File: src/rtl/imem_loader.sv
// -----------------------------------------------------------------------------
// imem_loader
//
// Writer side of the instruction memory. It takes a program image as a
// big-endian byte stream, packs the bytes into 32-bit words and writes them
// to instruction memory. The processor is held (cpu_hold) until the whole
// image has arrived and its XOR checksum has matched.
//
// Stream: LEN_HI, LEN_LO (word count N), 4*N data bytes (MSB first),
//         CHK = XOR of every preceding byte, including the length bytes.
//
// Ports:
//   clk          system clock, rising edge
//   reset        synchronous active-high reset
//   start        one-cycle pulse, begins a load from IDLE/DONE/ERROR
//   in_valid     byte source has a byte on in_data
//   in_data      stream byte
//   in_ready     loader accepts a byte this cycle (depends on state only)
//   mem_we       one-cycle write pulse per assembled word
//   mem_addr     word address of the write
//   mem_wdata    word being written
//   cpu_hold     1 = processor must not fetch
//   done         image loaded and checksum verified
//   err_checksum checksum mismatch on the last load
//   err_overflow declared length exceeds memory capacity
// -----------------------------------------------------------------------------
module imem_loader #(
    parameter int ADDR_WIDTH = 10
) (
    input  logic                  clk,
    input  logic                  reset,
    input  logic                  start,
    input  logic                  in_valid,
    input  logic [7:0]            in_data,
    output logic                  in_ready,
    output logic                  mem_we,
    output logic [ADDR_WIDTH-1:0] mem_addr,
    output logic [31:0]           mem_wdata,
    output logic                  cpu_hold,
    output logic                  done,
    output logic                  err_checksum,
    output logic                  err_overflow
);

    localparam logic [31:0] CAPACITY = 32'(1) << ADDR_WIDTH;

    typedef enum logic [2:0] {
        IDLE,
        LEN_HI,
        LEN_LO,
        DATA,
        CHECK,
        DONE,
        ERROR
    } state_t;

    state_t                state_reg,    state_next;
    logic [15:0]           len_reg,      len_next;
    logic [1:0]            byte_cnt_reg, byte_cnt_next;
    // One bit wider than the address so a full-capacity image can be counted.
    logic [ADDR_WIDTH:0]   word_cnt_reg, word_cnt_next;
    logic [7:0]            xor_reg,      xor_next;
    // Only the three earlier bytes of a word need storing; the fourth comes
    // straight from in_data on the completing transfer.
    logic [23:0]           word_reg,     word_next;
    logic                  mem_we_reg,   mem_we_next;
    logic [ADDR_WIDTH-1:0] mem_addr_reg, mem_addr_next;
    logic [31:0]           mem_wdata_reg, mem_wdata_next;
    logic                  cpu_hold_reg, cpu_hold_next;
    logic                  done_reg,     done_next;
    logic                  err_chk_reg,  err_chk_next;
    logic                  err_ovf_reg,  err_ovf_next;

    logic                  xfer;
    logic [15:0]           len_full;

    assign in_ready = (state_reg == LEN_HI) || (state_reg == LEN_LO) ||
                      (state_reg == DATA)   || (state_reg == CHECK);
    assign xfer     = in_valid && in_ready;
    assign len_full = {len_reg[15:8], in_data};

    always_comb begin
        state_next     = state_reg;
        len_next       = len_reg;
        byte_cnt_next  = byte_cnt_reg;
        word_cnt_next  = word_cnt_reg;
        xor_next       = xor_reg;
        word_next      = word_reg;
        mem_we_next    = 1'b0;
        mem_addr_next  = mem_addr_reg;
        mem_wdata_next = mem_wdata_reg;
        cpu_hold_next  = cpu_hold_reg;
        done_next      = done_reg;
        err_chk_next   = err_chk_reg;
        err_ovf_next   = err_ovf_reg;

        case (state_reg)
            IDLE, DONE, ERROR: begin
                if (start) begin
                    state_next    = LEN_HI;
                    done_next     = 1'b0;
                    err_chk_next  = 1'b0;
                    err_ovf_next  = 1'b0;
                    xor_next      = 8'd0;
                    word_cnt_next = '0;
                    byte_cnt_next = 2'd0;
                    cpu_hold_next = 1'b1;
                end
            end
            LEN_HI: begin
                if (xfer) begin
                    len_next[15:8] = in_data;
                    xor_next       = xor_reg ^ in_data;
                    state_next     = LEN_LO;
                end
            end
            LEN_LO: begin
                if (xfer) begin
                    len_next = len_full;
                    xor_next = xor_reg ^ in_data;
                    if (32'(len_full) > CAPACITY) begin
                        state_next   = ERROR;
                        err_ovf_next = 1'b1;
                    end else if (len_full == 16'd0) begin
                        state_next = CHECK;
                    end else begin
                        state_next = DATA;
                    end
                end
            end
            DATA: begin
                if (xfer) begin
                    xor_next      = xor_reg ^ in_data;
                    word_next     = {word_reg[15:0], in_data};
                    byte_cnt_next = byte_cnt_reg + 2'd1;
                    if (byte_cnt_reg == 2'd3) begin
                        mem_we_next    = 1'b1;
                        mem_addr_next  = word_cnt_reg[ADDR_WIDTH-1:0];
                        mem_wdata_next = {word_reg, in_data};
                        word_cnt_next  = word_cnt_reg + (ADDR_WIDTH+1)'(1);
                        if (32'(word_cnt_reg) + 32'd1 == 32'(len_reg)) begin
                            state_next = CHECK;
                        end
                    end
                end
            end
            CHECK: begin
                if (xfer) begin
                    if (in_data == xor_reg) begin
                        state_next    = DONE;
                        done_next     = 1'b1;
                        cpu_hold_next = 1'b0;
                    end else begin
                        state_next   = ERROR;
                        err_chk_next = 1'b1;
                    end
                end
            end
            default: state_next = IDLE;
        endcase
    end

    always_ff @(posedge clk) begin
        if (reset) begin
            state_reg     <= IDLE;
            len_reg       <= 16'd0;
            byte_cnt_reg  <= 2'd0;
            word_cnt_reg  <= '0;
            xor_reg       <= 8'd0;
            word_reg      <= 24'd0;
            mem_we_reg    <= 1'b0;
            mem_addr_reg  <= '0;
            mem_wdata_reg <= 32'd0;
            cpu_hold_reg  <= 1'b1;
            done_reg      <= 1'b0;
            err_chk_reg   <= 1'b0;
            err_ovf_reg   <= 1'b0;
        end else begin
            state_reg     <= state_next;
            len_reg       <= len_next;
            byte_cnt_reg  <= byte_cnt_next;
            word_cnt_reg  <= word_cnt_next;
            xor_reg       <= xor_next;
            word_reg      <= word_next;
            mem_we_reg    <= mem_we_next;
            mem_addr_reg  <= mem_addr_next;
            mem_wdata_reg <= mem_wdata_next;
            cpu_hold_reg  <= cpu_hold_next;
            done_reg      <= done_next;
            err_chk_reg   <= err_chk_next;
            err_ovf_reg   <= err_ovf_next;
        end
    end

    assign mem_we       = mem_we_reg;
    assign mem_addr     = mem_addr_reg;
    assign mem_wdata    = mem_wdata_reg;
    assign cpu_hold     = cpu_hold_reg;
    assign done         = done_reg;
    assign err_checksum = err_chk_reg;
    assign err_overflow = err_ovf_reg;

endmodule

File: config.mk
export PLATFORM = sky130hd
export DESIGN_NAME = imem_loader
export DESIGN_NICKNAME = d
export VERILOG_FILES = /design/src/rtl/imem_loader.sv
export SDC_FILE = /design/constraint.sdc
export NUM_CORES = 1
export LEC_CHECK = 0
export ABC_AREA = 1
export ABC_CLOCK_PERIOD_IN_PS = 4000
export CAP_MARGIN = 20
export CORE_MARGIN = 1
export CORE_UTILIZATION = 35
export DETAILED_ROUTE_END_ITERATION = 7
export PLACE_DENSITY = 0.65
export SYNTH_ARGS = -nofsm -noshare
export SYNTH_HDL_FRONTEND = slang
export SYNTH_SLANG_ARGS = --single-unit
export TNS_END_PERCENT = 5
File: constraint.sdc
create_clock -name clk -period 4 [get_ports clk]
set_input_delay 0.8 -clock clk [delete_from_list [all_inputs] [get_ports clk]]
set_output_delay 0.8 -clock clk [all_outputs]
set_load 0.02 [all_outputs]
==> reports/qor_table.md, run 1 <==
| Stage | Quantity | Value |
|---|---|---|
| logic synthesis | Multiplexer share of the synthesized area | 0% |
| placement | DP HPWL | 8.26 mm |
| grt | Global-route wire length before repair | 19.6 mm |
| grt | Total global routing overflow | 0 |
| power | Total power divided by cell area | 580 mW/mm^2 |
| detailed routing | Drt initial violations | 316 |
| logic synthesis | Fraction of registers with async set or reset after synthesis | 0% |
| logic synthesis | Number of instances in the synthesized netlist | 625 |
| setup path | Element type at the critical path end | flop |
| power | Clock network fraction of design power | 28.4% |
| clock network | Maximum clock path buffer count | 2 |
| die | Initial Util | 35.9% |
| sta | Final worst clock skew | 9.92 ps |
| finish | Area taken by flip-flops and latches | 0.00222 mm^2 |
| finish | N_diodes | 0 |
| sta | Minimum clock period | 2990 ps |
| finish | Multi-input logic area | 0.00212 mm^2 |
| logic synthesis | Count of distinct cell types in the synthesized netlist | 35 |
| clock network | CTS sink count | 111 |
| clock network | Clock edge transition at the registers on the reported setup and hold paths | 80 ps |
| grt | Global routing usage summed across all routing layers | 17.3% |
| detailed routing | Number of optimization iterations in the first detailed-route pass | 5 |
| power | Seq pwr share | 42.3% |
| clock network | TritonCTS Buffers | 9 |
| logic synthesis | Main combinational cell family by area after synthesis | compound AO/OA/AOI/OAI gates |
| sta | Max Freq | 335 MHz |
| finish | Fillcell total | 1,304 |
| power | Internal Power | 2.12 mW |
| power | Worst IR drop on VDD | 222 uV |
| sta | Max-slew headroom | 40.1% |
| clock network | Post-CTS Setup Inserts | 0 |
| power | Static Leak | 2.33 nW |
| logic synthesis | Top_reg_cell synth | dfxtp_1 |
| logic synthesis | Synth Register Bits | 111 |
| worst hold path | Path class of the lowest-slack min-delay path | flop to flop |
| detailed routing | Vias per Instance | 5.04 |
| finish | Number of nets in the layout | 685 |
| grt | Pin count of the biggest net entering global routing | 48 |
| die | Core Box Area | 0.0132 mm^2 |
| logic synthesis | XOR/XNOR share of the synthesized area | 1.96% |
| detailed routing | Detailed-route wire length per cell | 13.8 um |
| sta | RSZ-0062 raised after global routing | no |
| logic synthesis | Complex-gate fraction of the synthesized area | 21.7% |
| logic synthesis | Nets in the synthesized netlist | 639 |
| logic synthesis | Sequential share of the synthesized area | 46.9% |
| sta | Final hold violation count | 0 |
| die | Die H | 118 um |
| setup path | Category of the most critical setup path | primary input to flop |
| finish | Max FFs per register | 32 |
| setup path | Data arrival time of the critical path | 3270 ps |
| setup path | Required time of the worst setup path | 4280 ps |
| detailed routing | Post-detailed-routing wire length | 11.8 mm |
| placement | DP Cell Count | 836 |
| die | Die W | 118 um |
| logic synthesis | Average footprint of a synthesized cell | 7.57 um^2 |
| finish | Non-filler cells in the finished layout | 852 |
| die | DIE AREA | 0.0140 mm^2 |
| clock network | Clock tree from TritonCTS | done |
| clock network | Hold-fix buffer count after cts | 0 |
| sta | Max Transition Viols Final | 0 |
| grt | Via count of the first global-routing pass | 4,094 |
| placement | Routability congestion estimate from global placement | 0.854 |
| sta | Number of failing setup endpoints in the final timing report | 0 |
| detailed routing | Remaining routing DRC violations | 0 |
| sta | Fraction of the cycle the final worst path needs | 74.7% |
| job | Max cap viols | 0 |
| clock network | Cell at the root of the clock tree | clkbuf_16 |
| logic synthesis | Simple-gate share of the synthesized area | 20.6% |
| logic synthesis | Count of synthesis-stage warnings from yosys | 0 |
| setup path | Maximum fanout along the worst path | 28 |
| die | Number of top-level design ports | 60 |
| finish | Share of layout cells above drive strength 1 | 6.36% |
| logic synthesis | Number of enable flip-flop cells after synthesis | 0 |
| clock network | Deepest level of the CTS H-tree | 3 |
| clock network | Clock latency on the worst-skew pair | 350 ps |
| power | Share of power burned in combinational logic | 29.2% |
| power | Sw Ratio | 36.4% |
| finish | Synthesis-to-layout area growth | 21.3% |
| sta | Setup Total Neg Slack | 0 ps |
| grt | Antenna violations before repair | 0 |
| clock network | Total of cells resized after clock tree synthesis | 0 |
| placement | PortBufs | 59 |
| detailed routing | Final ANT Viol Nets | 0 |
| setup path | Critical path startpoint category | primary input |
| logic synthesis | Netlist Area Pre-Place | 0.00473 mm^2 |
| sta | Slew at the pin with the worst max-slew slack | 896 ps |
| power | Switching power summed over all nets | 1.21 mW |
| detailed routing | Total vias in the final route | 4,297 |
| status | Status | finished clean |
| die | Number of placement rows | 42 |
| logic synthesis | Fraction of the mapped netlist area in adder cells | 0.529% |
-- synthesized netlist by cell type (all sizes together), types with 2 or more instances --
library cell	n	area, um^2
inv	64	243
nor3	6	46.3
clkbuf	17	63.8
a211oi	3	22.5
o21ai	98	490
nand2	86	323
nand3	38	190
nor2	85	368
xnor2	4	35.0
a21oi	78	420
buf	11	83.8
xor2	4	35.0
dfxtp	111	2220
nand4	3	18.8
nand3b	3	22.5
o211a	6	60.1
ha	2	25.0
-- routing by layer --
metal / track usage [%] / routed length (um) / vias to the layer above
met5: 0 / 0 / -
met2: 28.5 / 5410 / 93
met1: 22.4 / 5690 / 2023
met3: 2.56 / 409 / 20
li1: - / - / 2161
met4: 7.69 / 256 / 0
-- stage by stage --
| stage | hold WS, ps | total power [mW] | setup slack [ps] | cell area, um^2 | utilization (%) |
|---|---|---|---|---|---|
| after detailed placement | 457 | 2.39 | 676 | 5430 | 41.1 |
| final | 466 | 3.33 | 1010 | 5740 | 43.5 |
| after floorplan | 441 | 2.16 | 2110 | 4730 | - |
| after global placement | 445 | 2.36 | 814 | 5430 | 41.1 |
| after CTS | 470 | 3.34 | 1020 | 5740 | 43.5 |
| after global routing | 499 | 3.55 | 823 | 5740 | 43.5 |
-- final cells by class --
| type | instances | area share (%) |
|---|---|---|
| Clock buffer | 10 | 3.99 |
| Multi-Input combinational cell | 422 | 36.9 |
| Sequential cell | 111 | 38.7 |
| Clock inverter | 6 | 1.50 |
| Inverter | 64 | 4.23 |
| Timing Repair Buffer | 63 | 10.8 |
| Tap cell | 176 | 3.84 |
-- kinds of logic (layout without fill, tap and decap cells) --
logic type                 count (synthesis)  in the layout
AOI/OAI and AO/OA                        189            189
xor gates and xnor gates                   9              9
adders and majority gates                  2              2
buffers and inverters                     92            143
DFF                                      111            111
and+or+nand+nor                          222            222
-- cell usage in the layout, fill, tap and decap left out, types with 2 or more instances in the layout --
cell type | Yosys | final
dfxtp_1 | 111 | 111
o21ai_1 | 24 | 24
nand3_1 | 38 | 38
nand2_1 | 86 | 86
a21oi_1 | 70 | 70
xnor2_1 | 4 | 4
nand3b_1 | 3 | 3
a21oi_2 | 8 | 8
nor2_4 | 4 | 4
nor3_1 | 4 | 4
clkbuf_16 | 0 | 9
inv_2 | 5 | 6
clkdlybuf4s50_1 | 0 | 59
a211oi_1 | 3 | 3
inv_1 | 58 | 57
xor2_1 | 4 | 4
o21ai_0 | 74 | 74
o211a_1 | 6 | 6
nand4_1 | 3 | 3
ha_1 | 2 | 2
inv_8 | 0 | 2
inv_6 | 0 | 2
nor2_1 | 79 | 79
buf_4 | 2 | 4
-- worst max-delay path, cell delays in order --
cell and delay (ps):
clkdlybuf4s50_1 560, inv_1 180, nor2_8 310, inv_4 180, nor2_4 500, inv_2 290, nor2_4 160, inv_2 100
o21ai_1 160
-- worst paths after layout --
kind / slack, ps / cells after the start / startpoint / endpoint
setup / recovery: 1010 / 9 / in_valid / mem_wdata[15]
hold / removal: 470 / 2 / cpu_hold / cpu_hold
setup reg to reg: 1160 / 9 / state_reg[2] / mem_wdata[15]
hold reg to reg: 470 / 2 / cpu_hold / cpu_hold
-- power groups by stage --
stage	combinational (mW)	sequential, mW	clock (mW)
2_1_floorplan	0.748	1.41	0
3_3_place_gp	0.940	1.42	0
3_5_place_dp	0.964	1.43	0
4_1_cts	0.968	1.41	0.963
5_1_grt	1.11	1.43	1.00
6_report	0.973	1.41	0.947
(Power assumes the default switching activity.)
==> run 2, diff against run 1 <==
- ABC_CLOCK_PERIOD_IN_PS: 4000 -> 2670
- PLACE_DENSITY: 0.65 -> 0.67
- clock period: 4 -> 2.67 ns (I/O delays scaled with it)
==> reports/qor_table.md, run 2 (synthesized netlist as in run 1, its figures left out) <==
| Stage | Quantity | Value |
|---|---|---|
| clock network | Cell at the root of the clock tree | clkbuf_16 |
| finish | Number of nets in the layout | 691 |
| sta | Final hold violation count | 0 |
| sta | RSZ-0062 raised after global routing | no |
| sta | Fraction of the cycle the final worst path needs | 91.1% |
| placement | DP HPWL | 8.01 mm |
| sta | Max Freq | 411 MHz |
| sta | Final worst clock skew | 6.91 ps |
| setup path | Maximum fanout along the worst path | 5 |
| power | Seq pwr share | 41.9% |
| detailed routing | Total vias in the final route | 4,299 |
| detailed routing | Post-detailed-routing wire length | 11.5 mm |
| sta | Setup Total Neg Slack | 0 ps |
| sta | Worst hold slack across all endpoints | 465 ps |
| detailed routing | Vias per Instance | 5.01 |
| detailed routing | Number of optimization iterations in the first detailed-route pass | 5 |
| clock network | TritonCTS Buffers | 9 |
| setup path | Element type at the critical path end | output pin |
| finish | Non-filler cells in the finished layout | 858 |
| power | Total power divided by cell area | 869 mW/mm^2 |
| finish | N_diodes | 0 |
| clock network | Clock latency on the worst-skew pair | 350 ps |
| power | Static Leak | 2.37 nW |
| sta | Minimum clock period | 2430 ps |
| clock network | CTS sink count | 111 |
| finish | Most frequent cells in the layout | dfxtp_1, nand2_1, nor2_1 |
| clock network | Maximum clock path buffer count | 2 |
| sta | Max-slew headroom | 44.3% |
| die | Number of top-level design ports | 60 |
| clock network | Total of cells resized after clock tree synthesis | 0 |
| finish | Max FFs per register | 32 |
| sta | Slew at the pin with the worst max-slew slack | 833 ps |
| finish | Final instance area | 0.00582 mm^2 |
| die | Die H | 118 um |
| die | Initial Util | 35.9% |
| placement | Routability congestion estimate from global placement | 0.846 |
| finish | Synthesis-to-layout area growth | 22.9% |
| placement | Placed cell area | 0.00548 mm^2 |
| grt | Pin count of the biggest net entering global routing | 97 |
| detailed routing | Remaining routing DRC violations | 0 |
| power | Internal Power | 3.31 mW |
| placement | DP Cell Count | 842 |
| die | Number of placement rows | 42 |
| clock network | Post-CTS Setup Inserts | 0 |
| power | Share of power burned in combinational logic | 29.0% |
| setup path | Category of the most critical setup path | flop to output pin |
| placement | PortBufs | 59 |
| clock network | Hold-fix buffer count after cts | 0 |
| sta | Number of failing setup endpoints in the final timing report | 0 |
| detailed routing | Detailed-route wire length per cell | 13.5 um |
| worst hold path | Path class of the lowest-slack min-delay path | flop to flop |
| setup path | Required time of the worst setup path | 2140 ps |
| finish | Most common cell after layout, fill and taps aside | dfxtp_1 |
| grt | Total global routing overflow | 0 |
| power | Switching power summed over all nets | 1.74 mW |
| grt | Via count of the first global-routing pass | 4,060 |
| grt | Antenna violations before repair | 0 |
| job | Max cap viols | 0 |
| power | Total power draw | 5.05 mW |
| setup path | Data arrival time of the critical path | 1900 ps |
| clock network | Clock edge transition at the registers on the reported setup and hold paths | 70 ps |
| die | Die W | 118 um |
| detailed routing | Final ANT Viol Nets | 0 |
| clock network | Clock tree from TritonCTS | done |
| grt | Global-route wire length before repair | 19.5 mm |
| power | Sw Ratio | 34.5% |
| clock network | Deepest level of the CTS H-tree | 3 |
| sta | Max Transition Viols Final | 0 |
| setup path | Critical path startpoint category | flop |
| power | Clock network fraction of design power | 29.1% |
| status | Status | finished clean |
| power | Worst IR drop on VDD | 526 uV |
| detailed routing | Drt initial violations | 297 |
| die | DIE AREA | 0.0140 mm^2 |
| grt | Global routing usage summed across all routing layers | 17.2% |
| die | Core Box Area | 0.0132 mm^2 |
| finish | Share of layout cells above drive strength 1 | 7.33% |
==> run 2: power groups by stage <==
stage          logic [mW]  registers, mW  clock network (mW)
4_1_cts              1.46           2.11                1.50
2_1_floorplan        1.12           2.11                   0
5_1_grt              1.67           2.15                1.56
6_report             1.46           2.12                1.47
3_3_place_gp         1.41           2.13                   0
3_5_place_dp         1.45           2.15                   0
==> run 2: worst paths after layout <==
| kind | from | to | slack [ps] | cells after the start |
|---|---|---|---|---|
| max | state_reg[0] | in_ready | 240 | 5 |
| min | word_reg[19] | word_reg[19] | 460 | 2 |
| max reg2reg | state_reg[0] | mem_wdata[6] | 290 | 9 |
| min reg2reg | word_reg[19] | word_reg[19] | 460 | 2 |
==> run 2: per-layer routing <==
metal | up-vias | track usage, % | routed length, um
met5 | - | 0 | 0
met4 | 0 | 6.33 | 267
met3 | 17 | 4.39 | 684
met2 | 127 | 26.5 | 5170
met1 | 1984 | 23.2 | 5430
li1 | 2171 | - | -
==> run 2: final cells by class <==
type | instances | area [um^2]
Clock inverter | 5 | 78.8
Sequential cell | 111 | 2220
Fill cell | 1324 | 7370
Inverter | 64 | 243
Multi-Input combinational cell | 422 | 2120
Timing Repair Buffer | 69 | 678
Clock buffer | 11 | 253
Tap cell | 176 | 220
==> run 2: through the flow <==
step | setup WS, ps | util (%)
after floorplan | 964 | -
after global placement | 85.7 | 41.6
after detailed placement | 155 | 41.6
after CTS | 227 | 44.1
after global routing | 128 | 44.1
final | 238 | 44.1
==> run 2: worst max-delay path, stage by stage, from the launching register on <==
cell and delay, ps:
dfxtp_1 370, inv_1 130, a21oi_2 280, nor2_1 100, inv_1 70, clkdlybuf4s50_1 590
